### config.mk
export PLATFORM = sky130hd
export DESIGN_NAME = voice_envelope
export DESIGN_NICKNAME = d
export VERILOG_FILES = /design/src/rtl/synth_pkg.sv /design/src/rtl/envelope_step.sv /design/src/rtl/voice_envelope.sv
export SDC_FILE = /design/constraint.sdc
export NUM_CORES = 1
export LEC_CHECK = 0
export ABC_AREA = 1
export BUFFER_PORTS_ARGS = -buffer_cell sky130_fd_sc_hd__buf_4
export CAP_MARGIN = 5
export CELL_PAD_IN_SITES_DETAIL_PLACEMENT = 0
export CELL_PAD_IN_SITES_GLOBAL_PLACEMENT = 1
export CORE_UTILIZATION = 36
export DETAILED_ROUTE_END_ITERATION = 10
export GPL_ROUTABILITY_DRIVEN = 0
export PLACE_DENSITY = 0.76
export SETUP_SLACK_MARGIN = 0.15
export SLEW_MARGIN = 20
export SYNTH_ARGS = -nofsm -noshare
export SYNTH_HDL_FRONTEND = slang
export SYNTH_SLANG_ARGS = --single-unit
### constraint.sdc
create_clock -name clk -period 4.93 [get_ports clk]
set_input_delay 0.493 -clock clk [delete_from_list [all_inputs] [get_ports clk]]
set_output_delay 0.493 -clock clk [all_outputs]
set_load 0.02 [all_outputs]
### src/rtl/synth_pkg.sv
// Shared types and constants for the voice envelope block.
package synth_pkg;

  localparam int unsigned N_VOICES   = 8;
  localparam int unsigned IDX_W      = 3;
  localparam int unsigned LEVEL_W    = 32;
  localparam logic [31:0] FULL_SCALE = 32'h0001_0000;

  typedef enum logic [2:0] {
    ST_IDLE,
    ST_ATTACK,
    ST_DECAY,
    ST_SUSTAIN,
    ST_RELEASE
  } env_state_t;

  function automatic logic [31:0] clamp_sustain(input logic [31:0] sustain_level);
    return (sustain_level > FULL_SCALE) ? FULL_SCALE : sustain_level;
  endfunction

endpackage

### src/rtl/envelope_step.sv
// One ADSR update for a single voice; shared by the time-multiplexed scan.
module envelope_step
  import synth_pkg::*;
(
  input  env_state_t  state,
  input  logic [31:0] level,
  input  logic [31:0] attack_rate,
  input  logic [31:0] decay_rate,
  input  logic [31:0] release_rate,
  input  logic [31:0] sustain_level,
  output env_state_t  next_state,
  output logic [31:0] next_level
);

  logic [31:0] sus;
  logic [32:0] sum_attack;
  logic [32:0] diff_decay;
  logic [32:0] diff_release;

  always_comb begin
    // NOTE: outputs get a default first so no path can infer a latch.
    next_state   = state;
    next_level   = level;
    sus          = clamp_sustain(sustain_level);
    // 33-bit arithmetic: bit 32 flags overflow/borrow before it can wrap the level.
    sum_attack   = {1'b0, level} + {1'b0, attack_rate};
    diff_decay   = {1'b0, level} - {1'b0, decay_rate};
    diff_release = {1'b0, level} - {1'b0, release_rate};

    unique case (state)
      ST_ATTACK: if (attack_rate != '0) begin
        if (sum_attack >= {1'b0, FULL_SCALE}) begin
          next_level = FULL_SCALE;
          next_state = ST_DECAY;
        end else begin
          next_level = sum_attack[31:0];
        end
      end
      ST_DECAY: if (decay_rate != '0) begin
        if (diff_decay[32] || diff_decay[31:0] <= sus) begin
          next_level = sus;
          next_state = ST_SUSTAIN;
        end else begin
          next_level = diff_decay[31:0];
        end
      end
      ST_SUSTAIN: next_level = sus;
      ST_RELEASE: if (release_rate != '0) begin
        if (diff_release[32] || diff_release[31:0] == '0) begin
          next_level = '0;
          next_state = ST_IDLE;
        end else begin
          next_level = diff_release[31:0];
        end
      end
      default: ;
    endcase
  end

endmodule

### src/rtl/voice_envelope.sv
// Eight-voice ADSR envelope generator; one voice updated per cycle after env_tick.
module voice_envelope
  import synth_pkg::*;
(
  input  logic        clk,
  input  logic        reset,
  input  logic        env_tick,
  input  logic        ev_valid,
  output logic        ev_ready,
  input  logic [2:0]  ev_voice,
  input  logic        ev_gate,
  input  logic [31:0] attack_rate,
  input  logic [31:0] decay_rate,
  input  logic [31:0] release_rate,
  input  logic [31:0] sustain_level,
  output logic [31:0] voice_volumes [N_VOICES-1:0],
  output logic [7:0]  active,
  output logic        tick_overrun
);

  env_state_t        state_q [N_VOICES-1:0];
  env_state_t        state_d [N_VOICES-1:0];
  logic [31:0]       level_q [N_VOICES-1:0];
  logic [31:0]       level_d [N_VOICES-1:0];
  logic              busy_q, busy_d;
  logic [IDX_W-1:0]  idx_q, idx_d;
  logic              overrun_q, overrun_d;
  env_state_t        step_state;
  logic [31:0]       step_level;

  envelope_step u_step (
    .state         (state_q[idx_q]),
    .level         (level_q[idx_q]),
    .attack_rate   (attack_rate),
    .decay_rate    (decay_rate),
    .release_rate  (release_rate),
    .sustain_level (sustain_level),
    .next_state    (step_state),
    .next_level    (step_level)
  );

  always_comb begin
    state_d   = state_q;
    level_d   = level_q;
    busy_d    = busy_q;
    idx_d     = idx_q;
    overrun_d = overrun_q | (env_tick & busy_q);

    if (busy_q) begin
      state_d[idx_q] = step_state;
      level_d[idx_q] = step_level;
      idx_d          = idx_q + 1'b1;
      if (idx_q == IDX_W'(N_VOICES - 1)) busy_d = 1'b0;
    end else begin
      // Events land before a same-cycle tick, so the scan sees the new state.
      if (ev_valid) begin
        if (ev_gate) begin
          state_d[ev_voice] = ST_ATTACK;
        end else if (state_q[ev_voice] inside {ST_ATTACK, ST_DECAY, ST_SUSTAIN}) begin
          state_d[ev_voice] = ST_RELEASE;
        end
      end
      if (env_tick) begin
        busy_d = 1'b1;
        idx_d  = '0;
      end
    end
  end

  // NOTE: the per-voice arrays are plain flops and are reset, so voices start IDLE at 0.
  always_ff @(posedge clk) begin
    if (reset) begin
      for (int i = 0; i < N_VOICES; i++) begin
        state_q[i] <= ST_IDLE;
        level_q[i] <= '0;
      end
      busy_q    <= 1'b0;
      idx_q     <= '0;
      overrun_q <= 1'b0;
    end else begin
      // NOTE: non-blocking assignments keep every flop sampling pre-edge values.
      state_q   <= state_d;
      level_q   <= level_d;
      busy_q    <= busy_d;
      idx_q     <= idx_d;
      overrun_q <= overrun_d;
    end
  end

  always_comb begin
    for (int i = 0; i < N_VOICES; i++) begin
      voice_volumes[i] = level_q[i];
      active[i]        = (state_q[i] != ST_IDLE);
    end
  end

  assign ev_ready     = ~busy_q;
  assign tick_overrun = overrun_q;

endmodule

## Word-level counts from Yosys, hierarchy flattened

Cells that the tools add are included.

- Bits of input ports: 136
- Word-level logic and storage cells: 106
- Output and inout bits: 266
- Bits in read-only memories: 0
- Latch bits: 0
- Memory bits (writable): 0
- Flip-flop bits (word level): 285
- Memories: 0

- Order comparisons: 7
- $mul: 0
- Equal/unequal tests: 8
- Bitwise operators: 9
- Divide/modulo/power cells: 0
- Reduce and logical (&&, ||, !) cells: 21
- Muxes and demuxes: 38
- Shifts and indexed selects: 0
- Add/sub/neg operators: 4

Operators by type and width:

| cell | count |
|---|---|
| 32-bit 2-to-1 mux | 9 |
| 256-bit bitwise mux | 1 |
| 32-bit case mux with 4 select lines | 1 |
| 32-bit binary-select mux with 3-bit select | 1 |
| 32-bit demux with 3-bit select | 1 |
| 24-bit 2-to-1 mux | 4 |
| 32-bit nonzero test | 3 |
| 32-bit by 32-bit subtractor with 33-bit output | 2 |
| 3-bit 2-to-1 mux | 12 |
| 32-bit by 32-bit adder with 33-bit output | 1 |
| 33-bit by 17-bit >= comparator with 1-bit output, second input constant | 1 |
| 16-bit bitwise AND | 2 |
| 32-bit by 17-bit greater-than comparator with 1-bit output, second input constant | 1 |
| 32-bit <= comparator | 1 |
| 32-bit zero test | 1 |
| 16-bit NOT | 2 |
| 3-bit nonzero test | 10 |
| 24-bit bitwise mux | 1 |
| 3-bit binary-select mux with 3-bit select | 2 |
| 3-bit demux with 3-bit select | 2 |
| 8-bit OR | 2 |
| 3-bit by 2-bit == test with 1-bit output, second input constant | 4 |
| 3-bit case mux with 3 select lines | 1 |
| 3-bit by 4-bit < comparator with 1-bit output, second input constant | 2 |
| other kinds (12) | 20 |

## Longest topological paths before layout

- Depth in word-level cells: 10
- Mapped depth: 38
- Depth with buffers taken out: 34

## Hierarchy

A second synthesis with hierarchy kept.

- Cell total of the unflattened synthesis: 3925
- Area total of the unflattened synthesis: 23055.9 um^2

Modules (own cells, without submodules):

| module | area an instance (um^2) | times used | cells each | sequential area each (um^2) |
|---|---|---|---|---|
| voice_envelope | 12213.0 | 1 | 1702 | 5705.5 |
| envelope_step | 10842.9 | 1 | 2223 | 0.0 |

## Worst setup path after synthesis

OpenSTA, ideal clock, no wires.

- Kind: reg2reg
- Start: reg idx_q[1]
- End: reg level_q (netlist bit voice_volumes[254])
- Slack: -0.528 ns
- Cell stages (with the launch flop): 33
- Library setup time: 0.109 ns
- Period minus slack after synthesis: 5.458 ns
- Buffers on the path: 5
- Arrival time: 5.349 ns
- Data required time: 4.821 ns
- Cell sequence: dfxtp_1 > buf_2 > nand3_2 > inv_1 > clkbuf_1 > clkbuf_1 > nand2_1 > nand4_1 > inv_1 > fa_1 > o21ai_2 > a21oi_2 > o21ai_0 > nand2_1 > nand2_1 > nand3_1 > nand2_1 > nand2_1 > nand2_1 > inv_1 > ha_1 > nand2_1 > nor4_1 > nand2_1 > or3_1 > clkbuf_1 > nand3_2 > buf_2 > o21ai_0 > a21oi_2 > nand4_1 > nand2_1 > inv_1

- Longest elaborated chain between the ends: 9
- Elaborated cells on any way between the ends: 29
- Those cells by class: 3 x add/sub; 4 x order compare; 4 x eq/ne; 14 x mux; 4 x reduce/logical

Ends and longest elaborated chain:

| item | RTL line | source |
|---|---|---|
| start: declaration | voice_envelope.sv:26 | `logic [IDX_W-1:0] idx_q, idx_d;` |
| start signal: assignment | voice_envelope.sv:85 | `idx_q <= idx_d;` |
| 32-bit binary-select mux with 3-bit select | voice_envelope.sv:33 | `.level (level_q[idx_q]),` |
| 32-bit 2-to-1 mux (implied by the code) | voice_envelope.sv:33 |  |
| 32-bit by 32-bit subtractor with 33-bit output, on equally long branches | envelope_step.sv:27, envelope_step.sv:28 |  |
| 32-bit <= comparator or 32-bit zero test (tied branches) | envelope_step.sv:40, envelope_step.sv:49 |  |
| 1-bit logical OR, on equally long branches | envelope_step.sv:40, envelope_step.sv:49 |  |
| 32-bit 2-to-1 mux, on equally long branches | envelope_step.sv:40, envelope_step.sv:49 |  |
| 32-bit 2-to-1 mux, on equally long branches | envelope_step.sv:39, envelope_step.sv:48 |  |
| 32-bit case mux with 4 select lines | envelope_step.sv:30 | `unique case (state)` |
| 256-bit bitwise mux (*) | voice_envelope.sv:51 | `level_d[idx_q] = step_level;` |
| end signal: assignment | voice_envelope.sv:83 | `level_q <= level_d;` |
| end: declaration | voice_envelope.sv:23 | `logic [31:0] level_q [N_VOICES-1:0];` |

Mark *: on every way between the ends. The rest lies on a longest branch, timed or not. The select of a mux whose other input is x is not followed.
A chain may end at the register's enable or synchronous reset.

## Worst setup path after layout

- Start: reg idx_q[1]
- End: reg level_q (netlist bit voice_volumes[22])

The elaborated chain is that of the path after synthesis.

==> flow_summary.json <==
{
  "clk_pin_slew_ps": 70,
  "io_pins": 402,
  "grt_use_total": 0.350,
  "synth_area_leader_cell": "dfxtp_1",
  "rsz0062_at_grt": "yes",
  "slew_headroom": 0.239,
  "layout_common_cells": "nand2_1, buf_4, inv_1",
  "finalCritPeriodShare": 1.10,
  "grt_pass1_wl_um": 185000,
  "crit_path_max_incr_delay_ps": 340,
  "yosysTopAreaCellShare": 0.230,
  "startpoint": "idx_q[1]",
  "drv_cap": 0,
  "antenna_found_initial": 0,
  "whs_path_depth": 3,
  "layout_min_cycle_time_ps": 5440,
  "synth-edff-count": 0,
  "detail-route-antenna-nets": 0,
  "drtPass1Iterations": 6,
  "finalMaxSlewViolations": 0,
  "dieArea_mm2": 0.0699,
  "cp_data_arrival_time_ps": 5900,
  "cpLargestDelayFamily": "simple AND/OR/NAND/NOR gates",
  "synth_area_leaders": "dfxtp_1, nand2_1, inv_1",
  "num_vias": 31460,
  "cellLeakagePower_uw": 0.0186,
  "required_ps": 5390,
  "powerDensity_mw_per_mm2": 235,
  "run_status": "finished, violations left",
  "min_from": "env_tick",
  "grt_max_degree": 77,
  "clock_latency_ps": 590,
  "hold_violations": 0,
  "yosysUniqueCellTypes": 60,
  "start_kind": "register",
  "synth-seq-cells": 285,
  "dieHeight_um": 264,
  "worst_pin_slew_ps": 1140,
  "preCtsSetupSlack_ps": -993,
  "port_buffers": 401,
  "min_path_type": "primary input to register",
  "reg2reg_from": "idx_q[1]",
  "syn_area_per_cell_um2": 5.86,
  "yosysSeqAreaShare": 0.230,
  "design_area_mm2": 0.0352,
  "cp_slowest_cell": "dfxtp_2",
  "critical_path_class": "register to register",
  "core_mm2": 0.0676,
  "cts_inserted_buffers": 31,
  "synthArstFlopShare": 0,
  "root_buffer": "clkbuf_16",
  "setup_viol": 272,
  "start_util": 0.367,
  "layout_commonest_cell": "nand2_1",
  "grt-ovfl-total": 0,
  "skew_ps": 29.6,
  "die_w_um": 264,
  "areaGrowthSynthToFinish_pct": 42.1,
  "diodes": 0,
  "cts-htree-levels": 1,
  "hold_ws_ps": 187,
  "drtIter0Drc": 3438,
  "crit_buf_inv": 11,
  "failed_checks": "setup timing",
  "cts_sinks": 285,
  "finalPower_uw": 8270,
  "vdd_drop_max_v": 0.000280,
  "finalWirelength_um": 127000,
  "yosysWarnings": 0,
  "fin_nets": 5311,
  "worst-path-stages": 36,
  "fin_ws_ps": -506,
  "cp_max_fo": 18,
  "post_dp_cell_area_mm2": 0.0325,
  "rows": 95,
  "grt_pass1_vias": 29291,
  "cpMostUsedCell": "nand2_2",
  "drc": 0,
  "wire_per_inst_um": 21.4,
  "drive_gt1_frac": 0.251,
  "via_per_inst": 5.30,
  "critPathCaptureType": "register",
  "postCtsHoldBufs": 0,
  "netlist_instances": 4232,
  "dp_hpwl_um": 97500,
  "cts_buffer_depth": 3,
  "netlist_area_mm2": 0.0248,
  "synth_ff_type": "dfxtp_1",
  "r2r_end": "voice_volumes[22]",
  "finish.utilization": 0.521,
  "reg2reg_slack_ps": -510,
  "cts_tree": "yes",
  "whs_endpoint": "tick_overrun",
  "max_freq_mhz": 184,
  "r2r_cells": 36
}
[what timing repair did]
item | CTS | global route
gates resized for setup | 160 | 102
buffers inserted | 39 | 19
endpoints found under the setup margin | 280 | 280
pin swaps | 84 | 46
[cells by family (layout without fill, tap and decap cells)]
logic type / after synthesis / in the layout / synth area share
flops: 285 / 285 / 0.230
fa+ha+maj: 133 / 133 / 0.0680
other cells: 1 / 15 / 0.000151
buf+inv: 1011 / 1830 / 0.155
simple gates: 2073 / 2073 / 0.365
compound gates: 680 / 680 / 0.164
xor+xnor: 49 / 49 / 0.0173
[worst max path at each step]
stage                                     to  slack [ps]
after floorplan             voice_volumes[9]         150
after global placement    voice_volumes[127]        -930
after detailed placement  voice_volumes[228]        -990
after CTS                   voice_volumes[5]        -350
after global routing      voice_volumes[219]        -700
final                      voice_volumes[22]        -510
[where the power goes]
group	switching, uW	internal, uW	total (uW)
logic	2120	1370	3490
registers	56.5	2360	2420
clock network	1050	1310	2360
[state kept, by name, indices dropped and copies added (netlist names), named ones only]
signal	cells
voice_volumes	256
state_q	8
idx_q	3
busy_q	1
tick_overrun	1
[metrics by stage]
step	TNS, ps	std cells
5_1_grt	-162310	5938
2_1_floorplan	0	4246
3_3_place_gp	-225030	5824
6_report	-95930	5938
3_5_place_dp	-244250	5824
4_1_cts	-70430	5919
[worst min-delay path, stage by stage]
cell and delay, ps:
buf_4 110, a21oi_1 60, nor2_1 70
[cell type report]
| type | count | area, um2 |
|---|---|---|
| well taps | 873 | 1090 |
| multi-input cells | 2950 | 16700 |
| repair buffers | 914 | 7480 |
| fillers | 7037 | 32400 |
| inverters | 860 | 3270 |
| clock buffers | 44 | 925 |
| flip-flops and latches | 285 | 5710 |
| clock inverters | 12 | 82.6 |
[Yosys cell counts (25+ instances only)]
cell type  instances
a21oi_1          280
a221oi_1          36
clkbuf_1         124
dfxtp_1          285
ha_1             130
inv_1            837
nand2_1         1105
nand2_2           25
nand3_1          286
nand4_1          174
nor2_1           362
nor3_1            28
nor4_1            30
o21a_1            73
o21ai_0          114
o22ai_1           64
xor2_1            30
[metal layers]
metal  track usage  up-vias  wire (um)
li1              -    15225          -
met1         0.461    14474      54100
met2         0.563     1429      56400
met3        0.0382      332       9270
met4         0.180        0       7610
met5             0        -          0
(Power assumes the default switching activity.)
